==> config.mk <==
export PLATFORM = sky130hd
export DESIGN_NAME = mem_port_arbiter_flat
export DESIGN_NICKNAME = d
export VERILOG_FILES = /design/src/rtl/mem_port_arbiter_if.sv /design/src/rtl/mem_port_arbiter.sv /design/src/flat_wrapper.sv
export SDC_FILE = /design/constraint.sdc
export NUM_CORES = 1
export LEC_CHECK = 0
export ABC_AREA = 1
export BUFFER_PORTS_ARGS = -buffer_cell sky130_fd_sc_hd__buf_2
export CAP_MARGIN = 20
export CORE_AREA = 2 2 118 120
export DETAILED_ROUTE_END_ITERATION = 12
export DIE_AREA = 0 0 120 122
export HOLD_SLACK_MARGIN = 0.12
export PLACE_DENSITY = 0.81
export SLEW_MARGIN = 20
export SYNTH_ARGS = -nofsm -noshare
export SYNTH_HDL_FRONTEND = slang
export SYNTH_SLANG_ARGS = --single-unit
==> constraint.sdc <==
create_clock -name clk -period 4.2 [get_ports clk]
set_input_delay 0.21 -clock clk [delete_from_list [all_inputs] [get_ports clk]]
set_output_delay 0.21 -clock clk [all_outputs]
set_load 0.05 [all_outputs]
==> src/rtl/mem_port_arbiter_if.sv <==
// Signal bundle between the fetch/execute requesters, the arbiter and the single shared memory port.
interface mem_port_arbiter_if #(
  parameter int XLEN      = 32,
  parameter int ADDR_SIZE = 32
);
  logic                 fetch_readEn;
  logic [ADDR_SIZE-1:0] fetch_readAddr;
  logic                 fetch_readFin;
  logic [XLEN-1:0]      fetch_readData;
  logic                 fetch_flush;

  logic                 exec_readEn;
  logic [ADDR_SIZE-1:0] exec_readAddr;
  logic                 exec_readFin;
  logic [XLEN-1:0]      exec_readData;
  logic                 exec_writeEn;
  logic [ADDR_SIZE-1:0] exec_writeAddr;
  logic [XLEN-1:0]      exec_writeData;

  logic                 mem_req;
  logic                 mem_we;
  logic [ADDR_SIZE-1:0] mem_addr;
  logic [XLEN-1:0]      mem_wdata;
  logic                 mem_ack;
  logic [XLEN-1:0]      mem_rdata;

  logic                 wbuf_valid;
  logic                 err_timeout;
  logic                 err_overflow;

  modport slave (
    input  fetch_readEn, fetch_readAddr, fetch_flush,
    input  exec_readEn, exec_readAddr, exec_writeEn, exec_writeAddr, exec_writeData,
    input  mem_ack, mem_rdata,
    output fetch_readFin, fetch_readData, exec_readFin, exec_readData,
    output mem_req, mem_we, mem_addr, mem_wdata,
    output wbuf_valid, err_timeout, err_overflow
  );

  modport master (
    output fetch_readEn, fetch_readAddr, fetch_flush,
    output exec_readEn, exec_readAddr, exec_writeEn, exec_writeAddr, exec_writeData,
    output mem_ack, mem_rdata,
    input  fetch_readFin, fetch_readData, exec_readFin, exec_readData,
    input  mem_req, mem_we, mem_addr, mem_wdata,
    input  wbuf_valid, err_timeout, err_overflow
  );
endinterface

==> src/rtl/mem_port_arbiter.sv <==
// Fixed-priority arbiter sharing one memory port between a posted write buffer, execute reads and fetch reads,
// with a bounded wait for mem_ack and sticky timeout/overflow flags.
module mem_port_arbiter #(
  parameter int XLEN      = 32,
  parameter int ADDR_SIZE = 32,
  parameter int TIMEOUT   = 255
) (
  input logic               clk,
  input logic               rst,
  mem_port_arbiter_if.slave bus
);

  typedef enum logic [1:0] {IDLE, FETCH_RD, EXEC_RD, EXEC_WR} state_t;

  localparam logic [7:0] WAIT_MAX  = 8'(TIMEOUT);
  localparam logic [7:0] WAIT_LAST = 8'(TIMEOUT - 1);

  state_t               r_state;
  state_t               w_nextState;
  logic [ADDR_SIZE-1:0] r_addr;
  logic                 r_abort;
  logic [7:0]           r_waitCnt;
  logic                 r_wbufValid;
  logic [ADDR_SIZE-1:0] r_wbufAddr;
  logic [XLEN-1:0]      r_wbufData;
  logic                 r_errTimeout;
  logic                 r_errOverflow;

  logic                 w_busy;
  logic                 w_ack;
  logic                 w_timeout;
  logic                 w_drain;
  logic                 w_capture;
  logic                 w_overflow;

  logic                 w_memReq;
  logic                 w_memWe;
  logic [ADDR_SIZE-1:0] w_memAddr;
  logic [XLEN-1:0]      w_memWdata;
  logic                 w_execFin;
  logic                 w_fetchFin;

  assign w_busy     = (r_state != IDLE);
  assign w_ack      = w_busy & bus.mem_ack;
  assign w_timeout  = w_busy & ~bus.mem_ack & (r_waitCnt >= WAIT_LAST);
  // A write may refill the buffer in the very cycle its previous contents are acked.
  assign w_drain    = (r_state == EXEC_WR) & bus.mem_ack;
  assign w_capture  = bus.exec_writeEn & (~r_wbufValid | w_drain);
  assign w_overflow = bus.exec_writeEn & r_wbufValid & ~w_drain;

  always_ff @(posedge clk) begin
    if (rst) r_state <= IDLE;
    else     r_state <= w_nextState;
  end

  always_comb begin
    w_nextState = r_state;
    case (r_state)
      IDLE: begin
        if (r_wbufValid)           w_nextState = EXEC_WR;
        else if (bus.exec_readEn)  w_nextState = EXEC_RD;
        else if (bus.fetch_readEn) w_nextState = FETCH_RD;
      end
      default: begin
        if (w_ack | w_timeout) w_nextState = IDLE;
      end
    endcase
  end

  always_ff @(posedge clk) begin
    if (rst) begin
      r_addr        <= '0;
      r_abort       <= 1'b0;
      r_waitCnt     <= '0;
      r_wbufValid   <= 1'b0;
      r_wbufAddr    <= '0;
      r_wbufData    <= '0;
      r_errTimeout  <= 1'b0;
      r_errOverflow <= 1'b0;
    end else begin
      if (r_state == IDLE) begin
        r_waitCnt <= '0;
        if (w_nextState == EXEC_RD)       r_addr <= bus.exec_readAddr;
        else if (w_nextState == FETCH_RD) r_addr <= bus.fetch_readAddr;
      end else if (~bus.mem_ack && (r_waitCnt != WAIT_MAX)) begin
        r_waitCnt <= r_waitCnt + 8'd1;
      end

      if (w_nextState == IDLE)                         r_abort <= 1'b0;
      else if ((r_state == FETCH_RD) && bus.fetch_flush) r_abort <= 1'b1;

      if (w_capture) begin
        r_wbufValid <= 1'b1;
        r_wbufAddr  <= bus.exec_writeAddr;
        r_wbufData  <= bus.exec_writeData;
      end else if (w_drain || (w_timeout && (r_state == EXEC_WR))) begin
        r_wbufValid <= 1'b0;
      end

      if (w_timeout)  r_errTimeout  <= 1'b1;
      if (w_overflow) r_errOverflow <= 1'b1;
    end
  end

  // Outputs are gated by rst so a transaction in flight is dropped in the same cycle reset appears.
  always_comb begin
    w_memReq   = 1'b0;
    w_memWe    = 1'b0;
    w_memAddr  = '0;
    w_memWdata = '0;
    w_execFin  = 1'b0;
    w_fetchFin = 1'b0;
    if (!rst) begin
      case (r_state)
        FETCH_RD: begin
          w_memReq   = 1'b1;
          w_memAddr  = r_addr;
          w_fetchFin = bus.mem_ack & ~r_abort & ~bus.fetch_flush;
        end
        EXEC_RD: begin
          w_memReq  = 1'b1;
          w_memAddr = r_addr;
          w_execFin = bus.mem_ack;
        end
        EXEC_WR: begin
          w_memReq   = 1'b1;
          w_memWe    = 1'b1;
          w_memAddr  = r_wbufAddr;
          w_memWdata = r_wbufData;
        end
        default: ;
      endcase
    end
  end

  assign bus.mem_req        = w_memReq;
  assign bus.mem_we         = w_memWe;
  assign bus.mem_addr       = w_memAddr;
  assign bus.mem_wdata      = w_memWdata;
  assign bus.exec_readFin   = w_execFin;
  assign bus.exec_readData  = w_execFin ? bus.mem_rdata : '0;
  assign bus.fetch_readFin  = w_fetchFin;
  assign bus.fetch_readData = w_fetchFin ? bus.mem_rdata : '0;
  assign bus.wbuf_valid     = r_wbufValid & ~rst;
  assign bus.err_timeout    = r_errTimeout & ~rst;
  assign bus.err_overflow   = r_errOverflow & ~rst;

endmodule
==> src/flat_wrapper.sv <==
// flat-port wrapper written by rule: the top's interface ports become plain ports
module mem_port_arbiter_flat 
#(
  parameter int XLEN      = 32,
  parameter int ADDR_SIZE = 32,
  parameter int TIMEOUT   = 255
)
  (clk, rst, bus_fetch_readEn, bus_fetch_readAddr, bus_fetch_flush, bus_exec_readEn, bus_exec_readAddr, bus_exec_writeEn, bus_exec_writeAddr, bus_exec_writeData, bus_mem_ack, bus_mem_rdata, bus_fetch_readFin, bus_fetch_readData, bus_exec_readFin, bus_exec_readData, bus_mem_req, bus_mem_we, bus_mem_addr, bus_mem_wdata, bus_wbuf_valid, bus_err_timeout, bus_err_overflow);
  mem_port_arbiter_if #(.XLEN(XLEN), .ADDR_SIZE(ADDR_SIZE)) bus_i ();
  input logic clk;
  input logic rst;
  input wire logic [$bits(bus_i.fetch_readEn)-1:0] bus_fetch_readEn;
  input wire logic [$bits(bus_i.fetch_readAddr)-1:0] bus_fetch_readAddr;
  input wire logic [$bits(bus_i.fetch_flush)-1:0] bus_fetch_flush;
  input wire logic [$bits(bus_i.exec_readEn)-1:0] bus_exec_readEn;
  input wire logic [$bits(bus_i.exec_readAddr)-1:0] bus_exec_readAddr;
  input wire logic [$bits(bus_i.exec_writeEn)-1:0] bus_exec_writeEn;
  input wire logic [$bits(bus_i.exec_writeAddr)-1:0] bus_exec_writeAddr;
  input wire logic [$bits(bus_i.exec_writeData)-1:0] bus_exec_writeData;
  input wire logic [$bits(bus_i.mem_ack)-1:0] bus_mem_ack;
  input wire logic [$bits(bus_i.mem_rdata)-1:0] bus_mem_rdata;
  output wire logic [$bits(bus_i.fetch_readFin)-1:0] bus_fetch_readFin;
  output wire logic [$bits(bus_i.fetch_readData)-1:0] bus_fetch_readData;
  output wire logic [$bits(bus_i.exec_readFin)-1:0] bus_exec_readFin;
  output wire logic [$bits(bus_i.exec_readData)-1:0] bus_exec_readData;
  output wire logic [$bits(bus_i.mem_req)-1:0] bus_mem_req;
  output wire logic [$bits(bus_i.mem_we)-1:0] bus_mem_we;
  output wire logic [$bits(bus_i.mem_addr)-1:0] bus_mem_addr;
  output wire logic [$bits(bus_i.mem_wdata)-1:0] bus_mem_wdata;
  output wire logic [$bits(bus_i.wbuf_valid)-1:0] bus_wbuf_valid;
  output wire logic [$bits(bus_i.err_timeout)-1:0] bus_err_timeout;
  output wire logic [$bits(bus_i.err_overflow)-1:0] bus_err_overflow;
  assign bus_i.fetch_readEn = bus_fetch_readEn;
  assign bus_i.fetch_readAddr = bus_fetch_readAddr;
  assign bus_i.fetch_flush = bus_fetch_flush;
  assign bus_i.exec_readEn = bus_exec_readEn;
  assign bus_i.exec_readAddr = bus_exec_readAddr;
  assign bus_i.exec_writeEn = bus_exec_writeEn;
  assign bus_i.exec_writeAddr = bus_exec_writeAddr;
  assign bus_i.exec_writeData = bus_exec_writeData;
  assign bus_i.mem_ack = bus_mem_ack;
  assign bus_i.mem_rdata = bus_mem_rdata;
  assign bus_fetch_readFin = bus_i.fetch_readFin;
  assign bus_fetch_readData = bus_i.fetch_readData;
  assign bus_exec_readFin = bus_i.exec_readFin;
  assign bus_exec_readData = bus_i.exec_readData;
  assign bus_mem_req = bus_i.mem_req;
  assign bus_mem_we = bus_i.mem_we;
  assign bus_mem_addr = bus_i.mem_addr;
  assign bus_mem_wdata = bus_i.mem_wdata;
  assign bus_wbuf_valid = bus_i.wbuf_valid;
  assign bus_err_timeout = bus_i.err_timeout;
  assign bus_err_overflow = bus_i.err_overflow;
  mem_port_arbiter #(.XLEN(XLEN), .ADDR_SIZE(ADDR_SIZE), .TIMEOUT(TIMEOUT)) u_core (.clk(clk), .rst(rst), .bus(bus_i));
endmodule
==> results of run 1 <==
-- state kept, by name, summed over array words and instances (netlist names) --
signal and flops:
u_core.r_abort 1, u_core.r_addr 32, u_core.r_errOverflow 1, u_core.r_errTimeout 1
u_core.r_state 2, u_core.r_waitCnt 8, u_core.r_wbufAddr 32, u_core.r_wbufData 32
u_core.r_wbufValid 1
-- path summary, 6_finish.rpt --
kind / endpoint / slack, ns / cells after the start / startpoint
max: bus_mem_addr[2] / 1.49 / 5 / u_core.r_state[0]
min: u_core.r_wbufAddr[10] / 0.12 / 3 / bus_exec_writeAddr[10]
max reg2reg: u_core.r_addr[10] / 1.67 / 14 / u_core.r_state[0]
min reg2reg: u_core.r_waitCnt[7] / 0.47 / 2 / u_core.r_waitCnt[7]
-- worst min-delay path: cells and delay by family --
| family | cells | cell delay (ns) |
|---|---|---|
| compound gates | 1 | 0.07 |
| simple gates | 1 | 0.08 |
| buf+inv | 1 | 0.07 |
-- Yosys cell counts (2+ instances only) --
cell	instances	area (um^2)
buf_1	8	30.03
nand2_1	239	897.1
buf_2	3	15.01
buf_4	3	22.52
buf_6	9	101.4
nand3_1	34	170.2
clkbuf_1	39	146.4
inv_1	77	289.0
dfxtp_1	110	2202
a31oi_1	2	12.51
ha_1	6	75.07
nand2_4	3	33.78
nand2_2	2	12.51
nor2_1	307	1152
inv_2	4	15.01
nor3_1	2	10.01
o21ai_0	70	350.3
a21oi_1	41	205.2
-- per-stage QoR --
stage / std cells / setup slack, ns / area [um^2] / hold WS (ns) / util [%]
final: 1427 / 1.494 / 7744 / 0.1235 / 57.34
after detailed placement: 1396 / 1.623 / 7320 / 0.4660 / 54.20
after global routing: 1427 / 1.269 / 7744 / 0.1225 / 57.34
after CTS: 1425 / 1.501 / 7734 / 0.1200 / 57.27
after floorplan: 973 / 1.314 / 5856 / 0.3627 / -
after global placement: 1395 / 1.742 / 7300 / 0.4532 / 54.05
-- where the power goes --
part / internal, mW / total, mW / switching, mW
Sequential: 1.19 / 1.28 / 0.0836
Clock: 0.407 / 0.800 / 0.393
Combinational: 0.316 / 1.02 / 0.704
-- cell families (layout without fill, tap and decap cells) --
logic type      Yosys count  after routing  share of synthesized area, %
simple gates            594            594                         40.02
buf+inv                 144            416                         10.64
compound gates          119            119                         10.45
flops                   110            110                         37.61
fa+ha+maj                 6              6                         1.282
other cells               0              2                             0
-- final cells by class --
type                       instances  area (um^2)
tap                              180        225.2
sequential                       110         2202
timing repair buffer             319         1689
clock buffer                      10        229.0
inverter                          82        307.8
clock inverter                     5        45.04
fill                            1338         5761
multi-input combinational        719         3040
antenna                            2        5.005
-- metal layers --
layer | part of all wire, % | track usage, %
met1 | 40 | 29.62
met2 | 51 | 43.54
met3 | 6.4 | 4.588
met4 | 2.4 | 10.22
met5 | 0.068 | 0
==> results.toml, run 1 <==
[cells_and_area]
layout_common_cells = "307 x nor2_1, 301 x buf_2, 238 x nand2_1, 110 x dfxtp_1, 77 x inv_1"
syn_to_final_growth_pct = 32.24
drive_gt1_share_pct = 27.07
final_common_cell = "nor2_1"
nets = 1414

[worst_setup_path]
crit_type = "flop to output pin"
arrival_ns = 2.50
cpPeakStageDelay_ns = 0.95
cpLargestDelayFamily = "adder cells"
crit_buf_inv = 2
slowest_stage = "ha_1"
critPathMaxFanout = 32
critPathLaunchType = "flop"
path_cells = "inv_1, ha_1, nand2_1, a21oi_1, buf_2"
end_kind = "output pin"
crit_required_ns = 3.99

[worst_hold_path]
hold_class = "input pin to flop"

[placed_design]
dp_hpwl_um = 13650
routabilityCongestion = 0.8291
port_buffers = 301

[grt]
overflow = 0
grt_use_total_pct = 24.73
antenna_found_initial = 3
grt_pass1_vias = 5899
grt_pass1_wl_um = 28990
grt_max_degree = 92

[logic_synthesis]
synth_nets = 1146
synth_enable_flop_cells = 0
yosysUniqueCellTypes = 32
synth.yosys.seq_area_share_pct = 37.61
syn_inst = 973
synth.avg_cell_area_um2 = 6.018
synthArstFlopShare_pct = 0
synth_area_mm2 = 0.005856
synth-seq-cells = 110
yosys_warnings = 0
ys.flop_type = "dfxtp_1"

[power]
power.density_mw_per_mm2 = 399.9
power_mw = 3.097
peakVddDrop_mv = 0.2491
cellLeakagePower_nw = 4.186

[route]
via_count = 6745
drt-vias-per-instance = 4.727
ant_nets = 0
firstDrtPassIters = 7
drc = 0
wl_um = 18990
dr.first_iter.drc_count = 531
wire_per_inst_um = 13.31

[clock_tree]
cts_buffers = 9
cts_tree = "done"
cts_buffer_depth = 2
cts-root-buf = "clkbuf_16"
cts_resized = 0
post_cts_buffers = 0
clk_pin_slew_worst_paths_ns = 0.07
clock-sinks = 110
htreeDepth = 3
postCtsHoldBufs = 14
clk_latency_ns = 0.35

[timing]
fin_skew_ns = 0.01639
clock.fmax_mhz = 369.6
maxSlewViolCount = 0
slew_headroom_pct = 32.99
worst_slew_pin_slew_ns = 1.005
period_minus_slack_ns = 2.706
tns_ns = 0
fin_crit_sh_pct = 64.42
rsz0062_at_grt = "false"
setup_viol = 0
final_hold_viol_count = 0

[floorplanning]
core_mm2 = 0.01350
die_y_um = 122
num_io_pins = 302
fp.dieW_um = 120
die_area_mm2 = 0.01464
rows = 43
initial_utilization_pct = 43.36

[run_status]
status = "finished clean"

[job]
maxCapViolations = 0
No activity file was read; power rests on OpenSTA's default activity.
==> run 2: changes to the inputs <==
--- a/config.mk
+++ b/config.mk
@@ -5,14 +5,14 @@
 export SDC_FILE = /design/constraint.sdc
 export NUM_CORES = 1
 export LEC_CHECK = 0
-export ABC_AREA = 1
+export ABC_AREA = 0
 export BUFFER_PORTS_ARGS = -buffer_cell sky130_fd_sc_hd__buf_2
 export CAP_MARGIN = 20
-export CORE_AREA = 2 2 118 120
+export CORE_MARGIN = 2
+export CORE_UTILIZATION = 41
 export DETAILED_ROUTE_END_ITERATION = 12
-export DIE_AREA = 0 0 120 122
 export HOLD_SLACK_MARGIN = 0.12
-export PLACE_DENSITY = 0.81
+export PLACE_DENSITY = 0.8
 export SLEW_MARGIN = 20
 export SYNTH_ARGS = -nofsm -noshare
 export SYNTH_HDL_FRONTEND = slang
==> constraint.sdc (replaced) <==
create_clock -name clk -period 2.3 [get_ports clk]
set_input_delay 0.115 -clock clk [delete_from_list [all_inputs] [get_ports clk]]
set_output_delay 0.115 -clock clk [all_outputs]
set_load 0.05 [all_outputs]
==> run 2 against run 1 <==
Via count up 0.56%. Highest routed layer is now met4. First-iteration DRC count down 19%. Worst setup slack worse by 1.4 ns. Critical path depth up 1. Sequential power up 71%. Synthesized area down 5.6%. Die area down 1.5%. Clock power up 120%. Total power up 76%. Largest power group unchanged. Synthesized cell count down 28%. Cell count down 10%. Non-clock buffer count up 129.
==> results.toml, run 2 <==
[run_status]
status = "finished clean"

[cells_and_area]
final_common_cell = "buf_2"
nets = 1274
finish.instance_area_mm2 = 0.008904
syn_to_final_growth_pct = 61.07
layout_common_cells = "274 x buf_2, 133 x nand2_1, 127 x dlygate4sd3_1, 109 x dfxtp_1, 96 x and2_1"
top_regs = "u_core.r_addr x32, u_core.r_wbufAddr x32, u_core.r_wbufData x32"
drive_gt1_share_pct = 34.24
instances_no_fill = 1281

[logic_synthesis]
yosys_warnings = 0
yosysTopAreaCell = "dfxtp_1"
synth_top_area_share_pct = 39.84
synth_enable_flop_cells = 0
yosysUniqueCellTypes = 46
synthArstFlopShare_pct = 0
synth.avg_cell_area_um2 = 7.908
ys.flop_type = "dfxtp_1"
synth_area_leaders = "dfxtp_1 40%, and2_1 11%, nand2_1 9.0%"
synth.yosys.seq_area_share_pct = 39.84
synth_area_mm2 = 0.005528
synth_nets = 872
netlist_top_cells_count = "133 x nand2_1, 110 x dfxtp_1, 96 x and2_1"
yosysMostFrequentCell = "nand2_1"
synth-seq-cells = 110
syn_inst = 699

[clock_tree]
cts_tree = "done"
cts_buffer_depth = 2
cts_buffers = 9
cts-root-buf = "clkbuf_16"
htreeDepth = 3
clk_pin_slew_worst_paths_ns = 0.07
clock-sinks = 110
clk_latency_ns = 0.35
post_cts_buffers = 0

[power]
peakVddDrop_mv = 0.5760
power.density_mw_per_mm2 = 612.8
cellLeakagePower_nw = 4.221
power_mw = 5.456

[floorplanning]
die_y_um = 120.1
num_io_pins = 302
core_mm2 = 0.01319
rows = 42
die_area_mm2 = 0.01443
initial_utilization_pct = 41.91
fp.dieW_um = 120.1

[timing]
rsz0062_at_grt = "false"
tns_ns = 0
fin_crit_sh_pct = 94.58
maxSlewViolCount = 0
worst_slew_pin_slew_ns = 0.7626
setup_viol = 0
clock.fmax_mhz = 459.7
slew_headroom_pct = 49.16
final_hold_viol_count = 0
period_minus_slack_ns = 2.175
fin_skew_ns = 0.006858

[route]
via_count = 6783
wl_um = 21670
drc = 0
wire_per_inst_um = 16.91
dr.first_iter.drc_count = 432
drt-vias-per-instance = 5.295
firstDrtPassIters = 5
ant_nets = 0

[placed_design]
placed_cell_area_mm2 = 0.007233
routabilityCongestion = 0.9042
dp_hpwl_um = 12600
dp.cells = 1139
port_buffers = 301

[worst_setup_path]
arrival_ns = 2.06
end_kind = "output pin"
crit_required_ns = 2.18
critPathLaunchType = "flop"
crit_type = "flop to output pin"
critPathMaxFanout = 31

[grt]
grt_max_degree = 62
grt_pass1_vias = 6540
overflow = 0
grt_pass1_wl_um = 33350
grt_use_total_pct = 29.09
antenna_found_initial = 1

[worst_hold_path]
hold_class = "input pin to flop"

[job]
maxCapViolations = 0
==> run 2: kinds of logic (layout without fill, tap and decap cells) <==
group	count (synthesis)	in the layout	synth area share, %
AO/OA/AOI/OAI	189	189	25.33
adder cells (fa/ha/maj)	6	6	1.358
XOR/XNOR	2	2	0.3169
other	0	1	0
buffers and inverters	95	500	7.198
AND/OR/NAND/NOR	297	297	25.96
flip-flops	110	110	39.84
==> run 2: layer usage <==
layer / GRT usage (%) / part of all wire [%] / up-vias
met1: 35.61 / 39 / 3129
met3: 7.890 / 9.1 / 73
li1: - / - / 3157
met2: 48.05 / 49 / 424
met4: 12.28 / 3.5 / 0
met5: 0 / 0 / -
==> run 2: worst max-delay path, cell delays in order, from the launching register on <==
cell,delay (ns)
dfxtp_2,0.39
inv_1,0.09
ha_1,0.29
or2_4,0.35
buf_12,0.19
nor2_1,0.15
buf_4,0.22
==> run 2: stage by stage <==
step                      utilization, %  setup slack (ns)  hold WS, ns
after floorplan                        -          -0.04743       0.2510
after global placement             54.84            0.2890       0.3549
after detailed placement           54.84            0.2493       0.3628
after CTS                          67.45           0.06108       0.1204
after global routing               67.48          0.008431       0.1358
final                              67.50            0.1247       0.1448
==> run 2: path summary, 6_finish.rpt <==
path | startpoint | end | slack (ns) | depth (start not counted)
worst max-delay path | u_core.r_state[0] | bus_mem_addr[20] | 0.12 | 6
worst min-delay path | bus_fetch_readAddr[3] | u_core.r_addr[3] | 0.14 | 3
worst max register to register | u_core.r_state[0] | u_core.r_addr[10] | 0.19 | 7
worst min register to register | u_core.r_wbufData[14] | u_core.r_wbufData[14] | 0.45 | 2
==> run 2: area by class of cell <==
type | instances | area, um^2
Antenna cell | 1 | 2.502
Clock buffer | 9 | 225.2
Clock inverter | 5 | 100.1
Fill cell | 970 | 4287
Inverter | 38 | 142.6
Multi-Input combinational cell | 494 | 2952
Sequential cell | 110 | 2203
Tap cell | 176 | 220.2
Timing Repair Buffer | 448 | 3058
==> run 2: where the power goes <==
part           total, mW  switching, mW  internal, mW
logic               1.52          0.870         0.645
clock network       1.75          0.705          1.05
registers           2.19          0.106          2.08
==> run 2: repair_timing <==
action / in CTS / in global routing
hold buffers: 127 / 0
setup endpoints to repair: 26 / 30
resized for setup: 27 / 2
endpoints found under the hold margin: 100 / 0
